### config.mk
export PLATFORM = sky130hd
export DESIGN_NAME = gemm_tile_controller
export DESIGN_NICKNAME = d
export VERILOG_FILES = /design/src/rtl/gemm_tile_controller.sv
export SDC_FILE = /design/constraint.sdc
export NUM_CORES = 1
export LEC_CHECK = 0
export CORE_ASPECT_RATIO = 0.7
export CORE_UTILIZATION = 45
export DETAILED_ROUTE_END_ITERATION = 12
export PLACE_DENSITY = 0.62
export SLEW_MARGIN = 20
export SYNTH_ARGS = -nofsm -noshare
export SYNTH_HDL_FRONTEND = slang
export SYNTH_SLANG_ARGS = --single-unit
### constraint.sdc
create_clock -name clk_i -period 5.18 [get_ports clk_i]
set_clock_uncertainty 0.05 [all_clocks]
set_input_delay 0.518 -clock clk_i [delete_from_list [all_inputs] [get_ports clk_i]]
set_output_delay 0.518 -clock clk_i [all_outputs]
set_load 0.005 [all_outputs]
### src/rtl/gemm_tile_controller.sv
// GEMM tile sequencer: walks output tiles of C = A*B (mt outer, nt middle,
// kt inner), issues one A/B tile read per cycle and steers the MAC array
// accumulate strobes and the C write-back one and two cycles later.
module gemm_tile_controller #(
  parameter int M             = 8,
  parameter int K             = 4,
  parameter int N             = 2,
  parameter int AddrWidth     = 6,
  parameter int SizeAddrWidth = 8
) (
  input  logic                     clk_i,
  input  logic                     rst_i,
  input  logic                     start_i,
  input  logic [SizeAddrWidth-1:0] M_size_i,
  input  logic [SizeAddrWidth-1:0] K_size_i,
  input  logic [SizeAddrWidth-1:0] N_size_i,
  output logic [AddrWidth-1:0]     sram_a_addr_o,
  output logic [AddrWidth-1:0]     sram_b_addr_o,
  output logic [AddrWidth-1:0]     sram_c_addr_o,
  output logic                     sram_c_we_o,
  output logic                     mac_valid_o,
  output logic                     acc_clr_o,
  output logic                     acc_last_o,
  output logic                     busy_o,
  output logic                     done_o,
  output logic                     err_o
);

  localparam int SW  = SizeAddrWidth;
  localparam int AW  = AddrWidth;
  localparam int PW  = 2 * SizeAddrWidth;
  localparam int MSH = $clog2(M);
  localparam int KSH = $clog2(K);
  localparam int NSH = $clog2(N);
  localparam logic [PW-1:0] DEPTH = PW'(2 ** AddrWidth);
  localparam logic [AW-1:0] ONE_A = AW'(1);

  localparam logic [1:0] S_IDLE  = 2'd0;
  localparam logic [1:0] S_RUN   = 2'd1;
  localparam logic [1:0] S_DRAIN = 2'd2;
  localparam logic [1:0] S_DONE  = 2'd3;

  logic [1:0]    state;
  logic          err_r;
  logic          drain_cnt;
  logic [SW-1:0] mt, nt, kt;
  logic [SW-1:0] mt_lim, nt_lim, kt_lim;
  logic [AW-1:0] kt_len, nt_len;
  logic [AW-1:0] a_addr, b_addr, a_base, c_cur;

  // Tile counts and size validation, only meaningful while start_i is sampled in IDLE.
  logic [SW-1:0] mt_in, kt_in, nt_in;
  logic [PW-1:0] p_mk, p_kn, p_mn;
  logic          size_ok;
  assign mt_in = M_size_i >> MSH;
  assign kt_in = K_size_i >> KSH;
  assign nt_in = N_size_i >> NSH;
  assign p_mk  = PW'(mt_in) * PW'(kt_in);
  assign p_kn  = PW'(kt_in) * PW'(nt_in);
  assign p_mn  = PW'(mt_in) * PW'(nt_in);
  assign size_ok = (M_size_i != '0) && (K_size_i != '0) && (N_size_i != '0)
                && ((M_size_i & SW'(M - 1)) == '0)
                && ((K_size_i & SW'(K - 1)) == '0)
                && ((N_size_i & SW'(N - 1)) == '0)
                && (p_mk <= DEPTH) && (p_kn <= DEPTH) && (p_mn <= DEPTH);

  logic issue, kt_end, nt_end, mt_end, accept;
  assign accept = (state == S_IDLE) && start_i;
  assign issue  = (state == S_RUN);
  assign kt_end = (kt == kt_lim);
  assign nt_end = (nt == nt_lim);
  assign mt_end = (mt == mt_lim);

  logic          vld_p1, clr_p1, last_p1;
  logic [AW-1:0] c_p1;
  logic          we_p2;
  logic [AW-1:0] c_p2;

  // Control: FSM, tile loop counters and pipeline valids.
  always_ff @(posedge clk_i) begin
    if (rst_i) begin
      state     <= S_IDLE;
      err_r     <= 1'b0;
      drain_cnt <= 1'b0;
      mt        <= '0;
      nt        <= '0;
      kt        <= '0;
      vld_p1    <= 1'b0;
      we_p2     <= 1'b0;
    end else begin
      vld_p1 <= issue;
      we_p2  <= vld_p1 & last_p1;
      case (state)
        S_IDLE: begin
          if (start_i) begin
            mt    <= '0;
            nt    <= '0;
            kt    <= '0;
            err_r <= !size_ok;
            state <= size_ok ? S_RUN : S_DONE;
          end
        end
        S_RUN: begin
          if (!kt_end) begin
            kt <= kt + 1'b1;
          end else begin
            kt <= '0;
            if (!nt_end) begin
              nt <= nt + 1'b1;
            end else begin
              nt <= '0;
              if (!mt_end) begin
                mt <= mt + 1'b1;
              end else begin
                mt        <= '0;
                drain_cnt <= 1'b0;
                state     <= S_DRAIN;
              end
            end
          end
        end
        S_DRAIN: begin
          drain_cnt <= 1'b1;
          if (drain_cnt) state <= S_DONE;
        end
        default: begin
          err_r <= 1'b0;
          state <= S_IDLE;
        end
      endcase
    end
  end

  // Stage p0: latched tile geometry and incremental A/B/C address generation.
  always_ff @(posedge clk_i) begin
    if (accept) begin
      mt_lim <= mt_in - 1'b1;
      nt_lim <= nt_in - 1'b1;
      kt_lim <= kt_in - 1'b1;
      kt_len <= AW'(kt_in);
      nt_len <= AW'(nt_in);
      a_addr <= '0;
      b_addr <= '0;
      a_base <= '0;
      c_cur  <= '0;
    end else if (issue) begin
      if (!kt_end) begin
        a_addr <= a_addr + ONE_A;
        b_addr <= b_addr + nt_len;
      end else if (!nt_end) begin
        a_addr <= a_base;
        b_addr <= AW'(nt + 1'b1);
        c_cur  <= c_cur + ONE_A;
      end else if (!mt_end) begin
        a_base <= a_base + kt_len;
        a_addr <= a_base + kt_len;
        b_addr <= '0;
        c_cur  <= c_cur + ONE_A;
      end
    end
  end

  // Stage p1/p2: accumulate strobes follow the read by one cycle, C write by two.
  always_ff @(posedge clk_i) begin
    clr_p1  <= (kt == '0);
    last_p1 <= kt_end;
    c_p1    <= c_cur;
    c_p2    <= c_p1;
  end

  assign sram_a_addr_o = issue ? a_addr : '0;
  assign sram_b_addr_o = issue ? b_addr : '0;
  assign sram_c_we_o   = we_p2;
  assign sram_c_addr_o = we_p2 ? c_p2 : '0;
  assign mac_valid_o   = vld_p1;
  assign acc_clr_o     = vld_p1 & clr_p1;
  assign acc_last_o    = vld_p1 & last_p1;
  assign busy_o        = (state != S_IDLE);
  assign done_o        = (state == S_DONE);
  assign err_o         = (state == S_DONE) & err_r;

endmodule

Word level (Yosys, flattened, before mapping)
Cells that the tools add are included.
W data, S select, Z words.
{ "word_totals": {"register_bits": 104, "latchBits": 0, "ramBits": 0, "mem_bits_ro": 0, "output_inout_bits": 25, "wordCells": 120, "mem_count": 0} }
{ "op_classes": {"add_sub_neg": 10, "n_mul": 3, "div": 0, "magnitude_cmp": 3, "eq_ne": 13, "n_shift": 0, "mux": 34, "bitwise_logic": 5, "reduce_logical": 31} }
{ "op_table": {"columns": ["cell", "count"], "rows": [
  ["$mux W6", 11],
  ["$mux W8", 7],
  ["$pmux W8 S2", 3],
  ["$logic_not A8 Y1", 4],
  ["$add A8 B1 Y8 const B", 3],
  ["$eq A8 B8 Y1", 3],
  ["$reduce_bool A8 Y1", 3],
  ["$le A13 B7 Y1 const B", 1],
  ["$mul A6 B7 Y13", 1],
  ["$add A6 B1 Y6 const B", 2],
  ["$add A6 B6 Y6", 2],
  ["$le A12 B7 Y1 const B", 1],
  ["$mul A5 B7 Y12", 1],
  ["$mux W2", 6],
  ["$reduce_and A4 Y1", 3],
  ["$le A11 B7 Y1 const B", 1],
  ["$mul A5 B6 Y11", 1],
  ["$logic_and A1 B1 Y1", 9],
  ["$sub A7 B1 Y8 const B", 1],
  ["$sub A6 B1 Y7 const B", 1],
  ["$ne A2 B1 Y1 const B", 3],
  ["$ne A2 B2 Y1 const B", 3],
  ["$pmux W2 S3", 1],
  ["$reduce_and A2 Y1", 3],
  ["14 further kinds", 25]
]} }

Longest topological paths before layout
{ "depth": {"ltp_word": 12, "depth_mapped": 18} }

Worst setup path before layout
Ideal clock, no wire load.
{ "synth_timing": {"path_kind": "input to register", "start": "input port K_size_i[5]", "end": "register err_r", "setup_time_ns": 0.119, "t_arrival_ns": 4.464, "setup_slack_ns": 0.548, "path_stages": 15, "path_cell_list": "clkbuf_1 -> clkbuf_1 -> nand2_1 -> fa_1 -> fa_1 -> fa_1 -> inv_1 -> ha_1 -> o21ai_1 -> o21bai_2 -> a2111oi_2 -> or4_1 -> a2111oi_2 -> nand3_1 -> o221a_2"} }
{ "synth_via": {"elab_chain_cells": 12, "word_cells_on_any_way": 16, "classes_between": "mul: 2; order compare: 2; mux: 2; reduce/logical: 10"} }
{ "synth_lines": {"columns": ["item", "line_no", "rtl"], "rows": [
  ["start: declaration", "15", "input logic [SizeAddrWidth-1:0] K_size_i,"],
  ["branches (longest 7 deep; another with $mul A6 B7 Y13)", null, null],
  ["$logic_and A1 B1 Y1 (*) (2 in a row)", "65", "&& (p_mk <= DEPTH) && (p_kn <= DEPTH) && (p_mn <= DEPTH);"],
  ["$logic_not A1 Y1 (*)", "99", "err_r <= !size_ok;"],
  ["$mux W1 (*)", "95", "if (start_i) begin"],
  ["$pmux W1 S2 (*)", "93", "case (state)"],
  ["end signal: assignment", "99", null],
  ["end: declaration", "44", "logic err_r;"]
]} }
Mark *: on every way between the ends. The select of a mux whose other input is x is not followed.
A chain may end at the register's enable or synchronous reset.

Final worst setup path
{ "layout_timing": {"start": "input port N_size_i[6]", "end": "register err_r"} }
{ "layout_via": {"elab_chain_cells": 11, "word_cells_on_any_way": 15, "classes_between": "mul: 2; order compare: 2; mux: 2; reduce/logical: 9"} }
{ "layout_lines": {"columns": ["item", "line_no", "rtl"], "rows": [
  ["start: declaration", "16", "input logic [SizeAddrWidth-1:0] N_size_i,"],
  ["branches (longest 7 deep; another with $mul A6 B7 Y13)", null, null],
  ["$logic_and A1 B1 Y1 (*)", "65", null],
  ["$logic_not A1 Y1 (*)", "99", null],
  ["$mux W1 (*)", "95", null],
  ["$pmux W1 S2 (*)", "93", null]
]} }
Marked as above.

==> run_results.csv <==
group,metric,value,unit
outcome,violated_checks,"design-rule violations",
logic_synthesis,synth.top_cell.area_share,16.0,%
cells_and_area,share_of_cells_above_drive_strength_1,10.8,%
outcome,run_status,"complete, but fails checks",
cts,tritoncts,"yes",
timing,fin_worst_hold_slack,0.279,ns
logic_synthesis,ffs_w_async_s_r_synth,0,%
detailed_routing,drt_first_pass_iters,8,
timing,rsz0062_at_grt,"no",
cts,clk_pin_slew,0.07,ns
worst_setup_path,setup.worst_path.start_class,"primary input",
worst_setup_path,timing.critical_path.depth,17,
timing,setup-violations-final,0,
cts,cts.repair.resized,0,
pwr,totalPowerFinal,3.35,mW
timing,achievable-frequency,204,MHz
cts,clock_tree.htree_level_count,3,
worst_setup_path,r2r.worst_path.cells,7,
timing,maxSlewHeadroom,35.8,%
pwr,share_clk_of_total_power,20.2,%
logic_synthesis,synth-seq-cells,101,
cts,clock_tree.buffer_depth,2,
die,fp.dieH,117,um
cts,cts.sink_count,101,
detailed_routing,avgViaCountPerCell,5.31,
die,die_width,166,um
pwr,portion_of_total_power_attributed_to_sequential_cells,30.6,%
worst_setup_path,critical_path.n_buffers_inverters,5,
placement,gp_congestion,0.819,
pwr,power.leakage,4.40,nW
worst_setup_path,setup.worst_path.end,"err_r",
logic_synthesis,yosys-top-cells-area,"sky130_fd_sc_hd__dfxtp_1, sky130_fd_sc_hd__ha_1, sky130_fd_sc_hd__fa_1",
worst_setup_path,critical-path-max-stage-delay,0.63,ns
flow_run,max_cap_violations,0,
detailed_routing,drc,4,
logic_synthesis,ys_seq_area_share,27.7,%
worst_hold_path,worst_hold_path_type,"flip-flop to flip-flop",
logic_synthesis,count_of_mapped_cells_out_of_synthesis,956,
cts,cts_made_buffers,9,
placement,buffer_ports.inserted,51,
cells_and_area,stdcell_count,1296,
cells_and_area,insertedDiodeCount,0,
worst_setup_path,cp.arrival,5.09,ns
timing,min_clock_period_post_route,4.90,ns
global_route,grt_antenna_before_repair,0,
cts,root_buf_cell,"sky130_fd_sc_hd__clkbuf_16",
worst_setup_path,crit_start,"N_size_i[6]",
logic_synthesis,mappedNetlistArea,8500,sq um
logic_synthesis,synth_edf_count,33,
worst_setup_path,regToRegStartpoint,"state[1]",
logic_synthesis,mappedNetlistNets,1117,
timing,final_max_tran_viols,0,
pwr,switchingPower,1.34,mW
placement,hpwl,16200,um
logic_synthesis,ys.warnings.count,0,
detailed_routing,wl_per_cell,15.6,um
logic_synthesis,syn-mean-instance-area,8.89,sq um
logic_synthesis,synth_top_flop_cell,"sky130_fd_sc_hd__dfxtp_1",
cts,worst_skew_pair.late_latency,0.35,ns
detailed_routing,detail_route.wirelength,20300,um
cts,post_cts_buffers,0,
timing,post-route-period-util,94.6,%
die,design.core.area,18300,sq um
worst_setup_path,worst_path_fanout_max,9,
logic_synthesis,post_synth_most_frequent_cells,"sky130_fd_sc_hd__inv_1, sky130_fd_sc_hd__nand2_1, sky130_fd_sc_hd__ha_1",
timing,count_of_final_hold_check_violations,0,
global_route,grt_use_total,22.1,%
global_route,grt.overflow.total,0,
die,floorplan.rows,41,
worst_setup_path,r2r-end,"mt[7]",
worst_setup_path,cp_cell_sequence,"clkdlybuf4s50_1 -> nand2_1 -> fa_1 -> inv_1 -> fa_1 -> inv_1 -> fa_1 -> inv_1 -> ha_1 -> nand2b_1 -> o2111ai_1 -> nor4_2 -> o2111ai_1 -> a2111oi_2 -> buf_4 -> nand3_1 -> o221a_2",
pwr,ir_drop,0.213,mV
worst_setup_path,cp.required,5.38,ns
die,initial_utilization,46.5,%
placement,cell_count_post_placement,1280,
pwr,power.share.switching,40.0,%
global_route,number_of_global_route_vias_before_repair,6543,
timing,worst_slew_pin_tran,0.939,ns
cts,cts-hold-fix-buffers,0,
pwr,comb_power_share,49.2,%
worst_setup_path,slowest_stage,"sky130_fd_sc_hd__clkdlybuf4s50_1",
worst_setup_path,timing_worst_setup_path_type,"primary input to flip-flop",
die,dieArea,19400,sq um
worst_setup_path,regToRegSetupSlack,2.19,ns
timing,timing.setup.tns,0,ns
pwr,internal_power,2.01,mW
global_route,grt_pass1_wl,33900,um
pwr,power_density,333,nW/um^2
detailed_routing,initialDrtViolationCount,556,
detailed_routing,via_count,6879,
logic_synthesis,synth_area_leader_cell,"sky130_fd_sc_hd__dfxtp_1",
logic_synthesis,synth.distinct_cells,73,
worst_setup_path,endpoint_kind,"flip-flop",
cells_and_area,area_growth,18.5,%
logic_synthesis,yosysMostFrequentCell,"sky130_fd_sc_hd__inv_1",
die,floorplan.io_pins,52,
global_route,grt_max_degree,59,
detailed_routing,antenna_violation_net_count_after_detailed_routing,0,
worst_setup_path,cp_top_family,"adder cells",
cells_and_area,fin_nets,1216,
-- placed cells by master (no fill, tap or decap), types with 19 or more instances in the layout --
| cell | count |
|---|---|
| sky130_fd_sc_hd__nor2_1 | 82 |
| sky130_fd_sc_hd__inv_1 | 104 |
| sky130_fd_sc_hd__nor3_1 | 19 |
| sky130_fd_sc_hd__clkdlybuf4s50_1 | 48 |
| sky130_fd_sc_hd__xnor2_1 | 40 |
| sky130_fd_sc_hd__dfxtp_1 | 68 |
| sky130_fd_sc_hd__buf_4 | 75 |
| sky130_fd_sc_hd__nand2_1 | 88 |
| sky130_fd_sc_hd__a21oi_1 | 31 |
| sky130_fd_sc_hd__edfxtp_1 | 33 |
| sky130_fd_sc_hd__fa_1 | 50 |
| sky130_fd_sc_hd__xor2_1 | 28 |
| sky130_fd_sc_hd__o21ai_0 | 26 |
| sky130_fd_sc_hd__and2_1 | 72 |
| sky130_fd_sc_hd__ha_1 | 84 |
-- how the worst min path moves through the flow --
| stage | cells past startpoint | endpoint | slack [ns] | start |
|---|---|---|---|---|
| after CTS | 0 | c_p2[5] | 0.28 | c_p1[5] |
| after global routing | 0 | c_p2[1] | 0.28 | c_p1[1] |
| after detailed placement | 0 | c_p2[5] | 0.26 | c_p1[5] |
| final | 0 | c_p2[5] | 0.28 | c_p1[5] |
| after global placement | 0 | c_p2[3] | 0.26 | c_p1[3] |
| after floorplan | 0 | c_p2[0] | 0.26 | c_p1[0] |
-- power by group through the flow --
| stage | logic [mW] | registers [mW] | clock network (mW) |
|---|---|---|---|
| 4_1_cts | 1.64 | 1.03 | 0.695 |
| 3_3_place_gp | 1.61 | 1.05 | 0 |
| 5_1_grt | 1.87 | 1.04 | 0.719 |
| 6_report | 1.65 | 1.03 | 0.679 |
| 2_1_floorplan | 1.14 | 1.02 | 0 |
| 3_5_place_dp | 1.63 | 1.04 | 0 |
-- metrics by stage --
stage	setup slack (ns)	cell area, sq um	utilization, %
after floorplan	0.548	8500	-
after global placement	-0.0581	9750	53.4
after detailed placement	-0.207	9750	53.4
after CTS	0.140	10100	55.0
after global routing	0.0233	10100	55.2
final	0.281	10100	55.2
-- layer usage --
metal / part of all wire (%) / track usage, % / up-vias
met5: 0 / 0 / -
met4: 0.53 / 2.90 / 0
met3: 5.4 / 3.97 / 10
met2: 40 / 31.9 / 150
met1: 54 / 34.8 / 3254
li1: - / - / 3465
-- kinds of logic (layout without fill, tap and decap cells) --
| kind of cell | count (synthesis) | count (layout) | share of synthesized area [%] |
|---|---|---|---|
| and+or+nand+nor | 356 | 356 | 21.4 |
| buffers and inverters | 145 | 249 | 6.51 |
| AOI/OAI and AO/OA | 143 | 143 | 12.2 |
| adders and majority gates | 134 | 134 | 24.1 |
| DFF | 101 | 101 | 27.7 |
| xor gates and xnor gates | 68 | 68 | 7.01 |
| muxes | 9 | 9 | 1.07 |
-- final cells by class --
type	count	area, sq um
fillers	1670	8190
well taps	236	295
clock buffers	9	225
clock inverters	7	78.8
repair buffers	128	1120
flip-flops and latches	101	2350
inverters	105	394
multi-input cells	710	5610
-- registers in the layout (all words and copies together) (netlist names), 7 cells and up --
signal / count
kt: 8
mt: 8
nt: 8
nt_lim: 8
kt_lim: 7
Note: power is estimated with default switching activity, not from simulation.
